[config.mk]
export PLATFORM = sky130hd
export DESIGN_NAME = base_shift_right_pipe_flat
export DESIGN_NICKNAME = d
export VERILOG_FILES = /design/src/rtl/base_shift_pkg.sv /design/src/rtl/base_shift_right_pipe_if.sv /design/src/rtl/base_shift_right_stage.sv /design/src/rtl/base_shift_right_pipe.sv /design/src/flat_wrapper.sv
export SDC_FILE = /design/constraint.sdc
export NUM_CORES = 1
export LEC_CHECK = 0
export CAP_MARGIN = 20
export CORE_MARGIN = 10
export CORE_UTILIZATION = 63
export DETAILED_ROUTE_END_ITERATION = 6
export GPL_ROUTABILITY_DRIVEN = 0
export PLACE_DENSITY = 0.91
export RECOVER_POWER = 25
export SLEW_MARGIN = 20
export SYNTH_ARGS = -nofsm -noshare
export SYNTH_HDL_FRONTEND = slang
export SYNTH_HIERARCHICAL = 1
export SYNTH_SLANG_ARGS = --single-unit
[constraint.sdc]
create_clock -name clk -period 4.4 [get_ports clk]
set_input_delay 0.66 -clock clk [delete_from_list [all_inputs] [get_ports clk]]
set_output_delay 0.66 -clock clk [all_outputs]
set_load 0.02 [all_outputs]
[src/rtl/base_shift_pkg.sv]
// Shared types and helpers for the pipelined right shifter.
package base_shift_pkg;

  // Upper bounds for the payload fields; a shifter instance uses the low
  // width/swidth bits and keeps the rest at zero.
  localparam int MAX_W  = 64;
  localparam int MAX_SW = 6;

  // Per-stage payload, data is little-endian in the low bits.
  typedef struct packed {
    logic [MAX_W-1:0]  data;
    logic [MAX_SW-1:0] amt;
    logic              arith;
    logic              sign;
    logic              lost;
  } stage_t;

  // Mask with the low n bits set: discard mask for a shift by n, and
  // (width mask & ~low_mask(width-n)) gives the fill mask for the top n bits.
  function automatic logic [MAX_W-1:0] low_mask(input int n);
    logic [MAX_W-1:0] m;
    m = '0;
    for (int i = 0; i < MAX_W; i++)
      if (i < n) m[i] = 1'b1;
    return m;
  endfunction

endpackage

[src/rtl/base_shift_right_pipe_if.sv]
// Valid/ready request and response bundle of the pipelined right shifter.
interface base_shift_right_pipe_if #(
  parameter int width  = 32,
  parameter int swidth = $clog2(width)
);
  logic              i_v;
  logic              i_r;
  logic [0:swidth-1] i_samt;
  logic              i_arith;
  logic [0:width-1]  i_d;
  logic              o_v;
  logic              o_r;
  logic [0:width-1]  o_d;
  logic              o_lost;

  modport master (output i_v, i_samt, i_arith, i_d, o_r,
                  input  i_r, o_v, o_d, o_lost);
  modport slave  (input  i_v, i_samt, i_arith, i_d, o_r,
                  output i_r, o_v, o_d, o_lost);
endinterface

[src/rtl/base_shift_right_stage.sv]
// One pipeline stage: conditional shift by a fixed weight, lost-bit
// accumulation, and a single-entry register slot with pass-through ready.
module base_shift_right_stage
  import base_shift_pkg::*;
#(
  parameter int width   = 32,
  parameter int weight  = 1,
  parameter int amt_bit = 0   // amount bit (little-endian) this stage resolves
) (
  input  logic   clk,
  input  logic   reset,
  input  logic   in_v,
  output logic   in_r,
  input  stage_t in_p,
  output logic   out_v,
  input  logic   out_r,
  output stage_t out_p
);

  logic   v_q, v_d;
  stage_t p_q, p_d;
  stage_t shifted;

  // Slot accepts when empty or when its content leaves this cycle.
  assign in_r = ~v_q | out_r;

  // Shift mux: fill comes from the sign captured at entry, never from data.
  always_comb begin
    shifted = in_p;
    if (in_p.amt[amt_bit]) begin
      shifted.data = (in_p.data >> weight) |
                     ((in_p.arith & in_p.sign) ?
                      (low_mask(width) & ~low_mask(width - weight)) : '0);
      shifted.lost = in_p.lost | (|(in_p.data & low_mask(weight)));
    end
  end

  // Next state: bubbles clear valid but never overwrite held payload.
  always_comb begin
    v_d = v_q;
    p_d = p_q;
    if (in_r) v_d = in_v;
    if (in_r & in_v) p_d = shifted;
  end

  // Stage register.
  always_ff @(posedge clk) begin
    if (reset) begin
      v_q <= 1'b0;
      p_q <= '0;
    end else begin
      v_q <= v_d;
      p_q <= p_d;
    end
  end

  assign out_v = v_q;
  assign out_p = p_q;

endmodule

[src/rtl/base_shift_right_pipe.sv]
// Pipelined right shifter: one amount bit per stage, largest weight first.
// width must be in [2, MAX_W].
module base_shift_right_pipe
  import base_shift_pkg::*;
#(
  parameter int width  = 32,
  parameter int swidth = $clog2(width)
) (
  input logic                    clk,
  input logic                    reset,
  base_shift_right_pipe_if.slave bus
);

  logic [swidth:0] vld_pipe;
  logic [swidth:0] rdy;
  stage_t          entry;
  stage_t          pay [1:swidth];

  // Build the entry payload; sign is captured here once (i_d[0] is the MSB).
  always_comb begin
    entry                    = '0;
    entry.data[width-1:0]    = bus.i_d;
    entry.amt[swidth-1:0]    = bus.i_samt;
    entry.arith              = bus.i_arith;
    entry.sign               = bus.i_d[0];
  end

  assign vld_pipe[0] = bus.i_v;
  assign rdy[swidth] = bus.o_r;

  for (genvar k = 0; k < swidth; k++) begin : g_stage
    stage_t in_p;
    if (k == 0) begin : g_first
      assign in_p = entry;
    end else begin : g_rest
      assign in_p = pay[k];
    end
    base_shift_right_stage #(
      .width  (width),
      .weight (1 << (swidth - 1 - k)),
      .amt_bit(swidth - 1 - k)
    ) u_stage (
      .clk  (clk),
      .reset(reset),
      .in_v (vld_pipe[k]),
      .in_r (rdy[k]),
      .in_p (in_p),
      .out_v(vld_pipe[k+1]),
      .out_r(rdy[k+1]),
      .out_p(pay[k+1])
    );
  end

  assign bus.i_r    = rdy[0];
  assign bus.o_v    = vld_pipe[swidth];
  assign bus.o_d    = pay[swidth].data[width-1:0];
  assign bus.o_lost = pay[swidth].lost;

endmodule

[src/flat_wrapper.sv]
// flat-port wrapper written by rule: the top's interface ports become plain ports
module base_shift_right_pipe_flat import base_shift_pkg::*;
#(
  parameter int width  = 32,
  parameter int swidth = $clog2(width)
)
  (clk, reset, bus_i_v, bus_i_samt, bus_i_arith, bus_i_d, bus_o_r, bus_i_r, bus_o_v, bus_o_d, bus_o_lost);
  base_shift_right_pipe_if #(.width(width), .swidth(swidth)) bus_i ();
  input logic clk;
  input logic reset;
  input wire logic [$bits(bus_i.i_v)-1:0] bus_i_v;
  input wire logic [$bits(bus_i.i_samt)-1:0] bus_i_samt;
  input wire logic [$bits(bus_i.i_arith)-1:0] bus_i_arith;
  input wire logic [$bits(bus_i.i_d)-1:0] bus_i_d;
  input wire logic [$bits(bus_i.o_r)-1:0] bus_o_r;
  output wire logic [$bits(bus_i.i_r)-1:0] bus_i_r;
  output wire logic [$bits(bus_i.o_v)-1:0] bus_o_v;
  output wire logic [$bits(bus_i.o_d)-1:0] bus_o_d;
  output wire logic [$bits(bus_i.o_lost)-1:0] bus_o_lost;
  assign bus_i.i_v = bus_i_v;
  assign bus_i.i_samt = bus_i_samt;
  assign bus_i.i_arith = bus_i_arith;
  assign bus_i.i_d = bus_i_d;
  assign bus_i.o_r = bus_o_r;
  assign bus_i_r = bus_i.i_r;
  assign bus_o_v = bus_i.o_v;
  assign bus_o_d = bus_i.o_d;
  assign bus_o_lost = bus_i.o_lost;
  base_shift_right_pipe #(.width(width), .swidth(swidth)) u_core (.clk(clk), .reset(reset), .bus(bus_i));
endmodule
# ---- Yosys cells after proc, flatten, opt, wreduce, memory -nomap -nowiden
# Cells that the tools add are included.
dict set report word_totals {
  elab_cells 75
  regBits 199
  input_bits 42
}
dict set report classes {
  n_reduce_logical 4
  bitwise_logic 29
  muxes 15
}
# cell n
set ops {}
lappend ops {{$mux 32} 8}
lappend ops {{$mux 35} 1}
lappend ops {{$or 35x32->35} 1}
lappend ops {{$mux 33} 1}
lappend ops {{$or 33x32->33} 1}
lappend ops {{$or 16x32->32} 1}
lappend ops {{$or 24x32->32} 1}
lappend ops {{$or 32x32->32} 1}
lappend ops {{$reduce_or 16->1} 1}
lappend ops {{$and 1x1->1} 10}
lappend ops {{$or 1x1->1} 9}
lappend ops {{$reduce_or 8->1} 1}
lappend ops {{$mux 1} 5}
lappend ops {{$not 1->1} 5}
lappend ops {{$reduce_or 4->1} 1}
lappend ops {{$reduce_or 2->1} 1}

# ---- Longest topological paths before layout
dict set report depth {
  word_depth 7
  ltp_mapped 23
}

# ---- By module
# The synthesis kept the hierarchy.
# module area_each_um2 n_inst seq_area_each_um2 cells_each
set by_module_without_submodules {}
lappend by_module_without_submodules {{base_shift_right_stage at u_core.g_stage[4].u_stage} 3739.8 1 1481.4 340}
lappend by_module_without_submodules {{base_shift_right_stage at u_core.g_stage[3].u_stage} 3594.7 1 1481.4 344}
lappend by_module_without_submodules {{base_shift_right_stage at u_core.g_stage[1].u_stage} 3362.0 1 1481.4 354}
lappend by_module_without_submodules {{base_shift_right_stage at u_core.g_stage[2].u_stage} 3335.7 1 1481.4 349}
lappend by_module_without_submodules {{base_shift_right_stage at u_core.g_stage[0].u_stage} 3225.6 1 1481.4 352}
lappend by_module_without_submodules {base_shift_right_pipe 3.8 1 0.0 1}

# ---- Least setup slack after synthesis
# Ideal clock, no wire load.
dict set report synth_timing {
  path_type {input port to flip-flop}
  start {in bus_o_r}
  end {reg u_core.g_stage[0].u_stage.p_q, in the netlist u_core/g_stage[0].u_stage/out_p[10]}
  t_arrival_ns 3.568
  n_path_buf 11
  slack_ns 0.751
  path_stages 22
  cell_sequence {nor2b_4 > inv_2 > buf_6 > buf_2 > nor2b_4 > inv_2 > buf_4 > buf_2 > and2b_1 > inv_2 > buf_2 > nor2b_4 > buf_6 > inv_2 > buf_2 > buf_2 > nand2b_4 > and2_4 > buf_6 > buf_6 > buf_6 > a211oi_2}
}
dict set report synth_between {
  elab_chain_cells 6
}
# item line
set synth_rtl {}
lappend synth_rtl {{from (decl)} flat_wrapper.sv:15} ;# input wire logic [$bits(bus_i.o_r)-1:0] bus_o_r;
lappend synth_rtl {{$or 1x1->1} base_shift_right_stage.sv:25} ;# assign in_r = ~v_q | out_r;
lappend synth_rtl {{via u_core.rdy[4]} base_shift_right_pipe.sv:15} ;# logic [swidth:0] rdy;
lappend synth_rtl {{$or 1x1->1} base_shift_right_stage.sv:25}
lappend synth_rtl {{via u_core.rdy[3]} base_shift_right_pipe.sv:15}
lappend synth_rtl {{$or 1x1->1} base_shift_right_stage.sv:25}
lappend synth_rtl {{via u_core.rdy[2]} base_shift_right_pipe.sv:15}
lappend synth_rtl {{$or 1x1->1} base_shift_right_stage.sv:25}
lappend synth_rtl {{via u_core.rdy[1]} base_shift_right_pipe.sv:15}
lappend synth_rtl {{$or 1x1->1} base_shift_right_stage.sv:25}
lappend synth_rtl {{via bus_i_r} flat_wrapper.sv:16} ;# output wire logic [$bits(bus_i.i_r)-1:0] bus_i_r;
lappend synth_rtl {{$and 1x1->1} base_shift_right_stage.sv:43} ;# if (in_r & in_v) p_d = shifted;
lappend synth_rtl {{to (signal assigned)} base_shift_right_stage.sv:53} ;# p_q <= p_d;
lappend synth_rtl {{to (decl)} base_shift_right_stage.sv:21} ;# stage_t p_q, p_d;
# The timed path passes the listed nets, and every way through them passes these cells.
# A chain may end at the register's enable or synchronous reset.

# ---- Worst setup path after layout
dict set report layout_timing {
  start {in bus_o_r}
  end {out bus_i_r}
}
dict set report layout_between {
  elab_chain_cells 5
}
# item line
set layout_rtl {}
lappend layout_rtl {{$or 1x1->1} base_shift_right_stage.sv:25}
lappend layout_rtl {{via u_core.rdy[4]} base_shift_right_pipe.sv:15}
lappend layout_rtl {{$or 1x1->1} base_shift_right_stage.sv:25}
lappend layout_rtl {{via u_core.rdy[3]} base_shift_right_pipe.sv:15}
lappend layout_rtl {{$or 1x1->1} base_shift_right_stage.sv:25}
lappend layout_rtl {{via u_core.rdy[2]} base_shift_right_pipe.sv:15}
lappend layout_rtl {{$or 1x1->1} base_shift_right_stage.sv:25}
lappend layout_rtl {{via u_core.rdy[1]} base_shift_right_pipe.sv:15}
lappend layout_rtl {{$or 1x1->1} base_shift_right_stage.sv:25}
lappend layout_rtl {{to (decl)} flat_wrapper.sv:16}
# The timed path passes the listed nets, and every way through them passes these cells.

==> flow_metrics.py <==
metrics = {
    "status": {
        "status": "finished with violations",
        "violations": "capacitance limit, slew limit",
    },
    "routing": {
        "viasPerCell": 5.995,
        "ant_nets": 0,
        "wl_met3_um": 1543,
        "route.met2.wl_um": 10580,
        "via_count": 7914,
        "firstDrtPassIters": 5,
        "drtIter0Drc": 516,
        "postRouteWirelength_um": 22710,
        "wl_met1_um": 10210,
        "top_layer": "met4",
        "routedWlPerCell_um": 17.20,
        "drc_errors": 0,
    },
    "cts": {
        "htreeDepth": 1,
        "path_clk_slew_ns": 0.05,
        "cts_inserted_buffers": 23,
        "cts_root_buf": "clkbuf_16",
        "cts_tree": "built",
        "cts-resized-gates": 0,
        "clkLatencyLatePin_ns": 0.51,
        "ctsHoldBuffers": 0,
        "cts.path.max_buffers": 3,
        "cts_sinks": 214,
        "cts_setup_buffers": 0,
    },
    "pwr": {
        "p_per_area_mw_per_mm2": 391.5,
        "p_leak_nw": 3.710,
        "peakVddDrop_mv": 0.2328,
    },
    "floorplan": {
        "die_h_um": 149.7,
        "fp-row-count": 47,
        "start_util": 0.6416,
        "die_area_mm2": 0.02242,
        "boundaryPins": 77,
        "die_width_um": 149.7,
        "core_mm2": 0.01652,
    },
    "cells_and_area": {
        "fillCellCount": 1227,
        "post-route-util": 0.6921,
        "area_delta_synth_final_pct": 7.884,
        "fin_nets": 1127,
        "layout-drive-gt1-share": 0.1155,
        "antenna_cells": 0,
    },
    "synthesis": {
        "synth_area_mm2": 0.01060,
        "synth_area_per_cell_um2": 9.735,
        "ys_warn_count": 6,
        "netlist_instances": 1089,
    },
    "sta": {
        "tightest_slew_ns": 2.972,
        "max_slew_margin": -0.9813,
        "fin_tns_setup_ns": 0,
        "period_share": 0.8645,
        "grt_setup_unrepaired": "no",
        "finalHoldViolations": 0,
        "slew_viol_final": 131,
        "fmax_mhz": 262.9,
        "finalCriticalPeriod_ns": 3.804,
        "setup_slack_ns": 0.5961,
        "setup_viol": 0,
        "finClkSkew_ns": 0.01619,
    },
    "setup_path": {
        "cp-start-kind": "input port",
        "cp.required_ns": 3.74,
        "cp_cell_sequence": "clkdlybuf4s50_1, nor2b_4, inv_2, nor2b_4, inv_2, and2b_1, inv_2, nor2b_4, inv_2, nand2b_4, clkdlybuf4s50_1",
        "crit_arrival_ns": 3.14,
        "crit_family": "buffers and inverters",
        "endpoint_kind": "primary output",
        "worstPathMaxFanout": 16,
        "crit_type": "input port to primary output",
        "cpPeakStageDelay_ns": 0.57,
        "crit_top_cell": "inv_2",
        "slowest_stage": "clkdlybuf4s50_1",
        "cp.buffers_inverters": 6,
    },
    "grt": {
        "grt_usage": 0.1986,
        "overflow": 0,
        "grt_pass1_vias": 7747,
        "grt_pass1_wl_um": 38180,
        "grt_max_degree": 131,
        "antenna_found_initial": 0,
    },
    "placed_design": {
        "dpl_worst_slack_ns": 0.6330,
        "dp.final_hpwl_um": 15240,
        "io_buffers": 76,
    },
    "min_path": {
        "worstHoldPathType": "flop to flop",
    },
    "run": {
        "maxCapViolCount": 2,
    },
}
report_power, final:
group,switching [mW],internal [mW]
Combinational,0.239,0.189
Sequential,0.0924,2.04
Clock,0.738,1.18
Total,1.07,3.41
through the flow:
step	std cells	power [mW]	area, µm²	hold slack (ns)
CTS	1320	4.512	11660	0.4689
global route	1320	4.638	11440	0.4938
floorplan	1135	2.483	10770	0.4330
finish	1320	4.477	11440	0.4673
detailed placement	1280	2.599	10890	0.4547
global placement	1280	2.580	10890	0.4489
cell type report:
| type | instances | area [µm²] | share of cell area |
|---|---|---|---|
| multi-input combinational | 736 | 5189 | 0.4537 |
| clock buffer | 35 | 680.7 | 0.05951 |
| timing repair buffer | 90 | 845.8 | 0.07395 |
| clock inverter | 5 | 82.58 | 0.007220 |
| sequential | 214 | 4289 | 0.3750 |
| tap | 220 | 275.3 | 0.02407 |
| inverter | 20 | 75.07 | 0.006564 |
cells in the final DEF (no fill, tap or decap), types with 8 or more instances in the layout:
| cell type | count |
|---|---|
| o21ai_0 | 18 |
| mux2i_1 | 157 |
| a211oi_2 | 48 |
| inv_2 | 8 |
| nand2_1 | 16 |
| nor2_1 | 87 |
| conb_1 | 47 |
| dfxtp_1 | 210 |
| a21oi_1 | 169 |
| clkbuf_16 | 23 |
| nor3_1 | 8 |
| buf_4 | 11 |
| clkdlybuf4s50_1 | 74 |
| clkbuf_1 | 8 |
| a211oi_1 | 112 |
| nor4_1 | 20 |
| nand3_1 | 13 |
| a2111oi_2 | 8 |
| inv_1 | 12 |
worst paths after layout:
kind	slack, ns	start	end	cells past startpoint
worst min-delay path	0.47	u_core/g_stage[0].u_stage/out_p[5]$_SDFFE_PP0P_	u_core/g_stage[0].u_stage/out_p[5]$_SDFFE_PP0P_	2
worst max-delay path	0.60	bus_o_r	bus_i_r	11
worst min register to register	0.47	u_core/g_stage[0].u_stage/out_p[5]$_SDFFE_PP0P_	u_core/g_stage[0].u_stage/out_p[5]$_SDFFE_PP0P_	2
worst max register to register	1.39	u_core/g_stage[3].u_stage/out_v$_SDFFE_PP0P_	u_core/g_stage[0].u_stage/out_p[15]$_SDFFE_PP0P_	11
tightest hold or removal path: cells and delay by family, from the launching register on:
kind	cells	cell delay, ns
simple gates	1	0.05
compound gates	1	0.06
flops	1	0.31
layer usage:
metal | GRT usage | vias to the layer above
li1 | - | 3903
met1 | 0.2656 | 3731
met2 | 0.3200 | 252
met3 | 0.03925 | 28
met4 | 0.05442 | 0
met5 | 0 | -
sequential cells by signal, indices dropped and copies added, names as in the netlist:
signal                        flops
u_core/g_stage.u_stage/out_p    209
u_core/g_stage.u_stage/out_v      5
(Power assumes the default switching activity.)
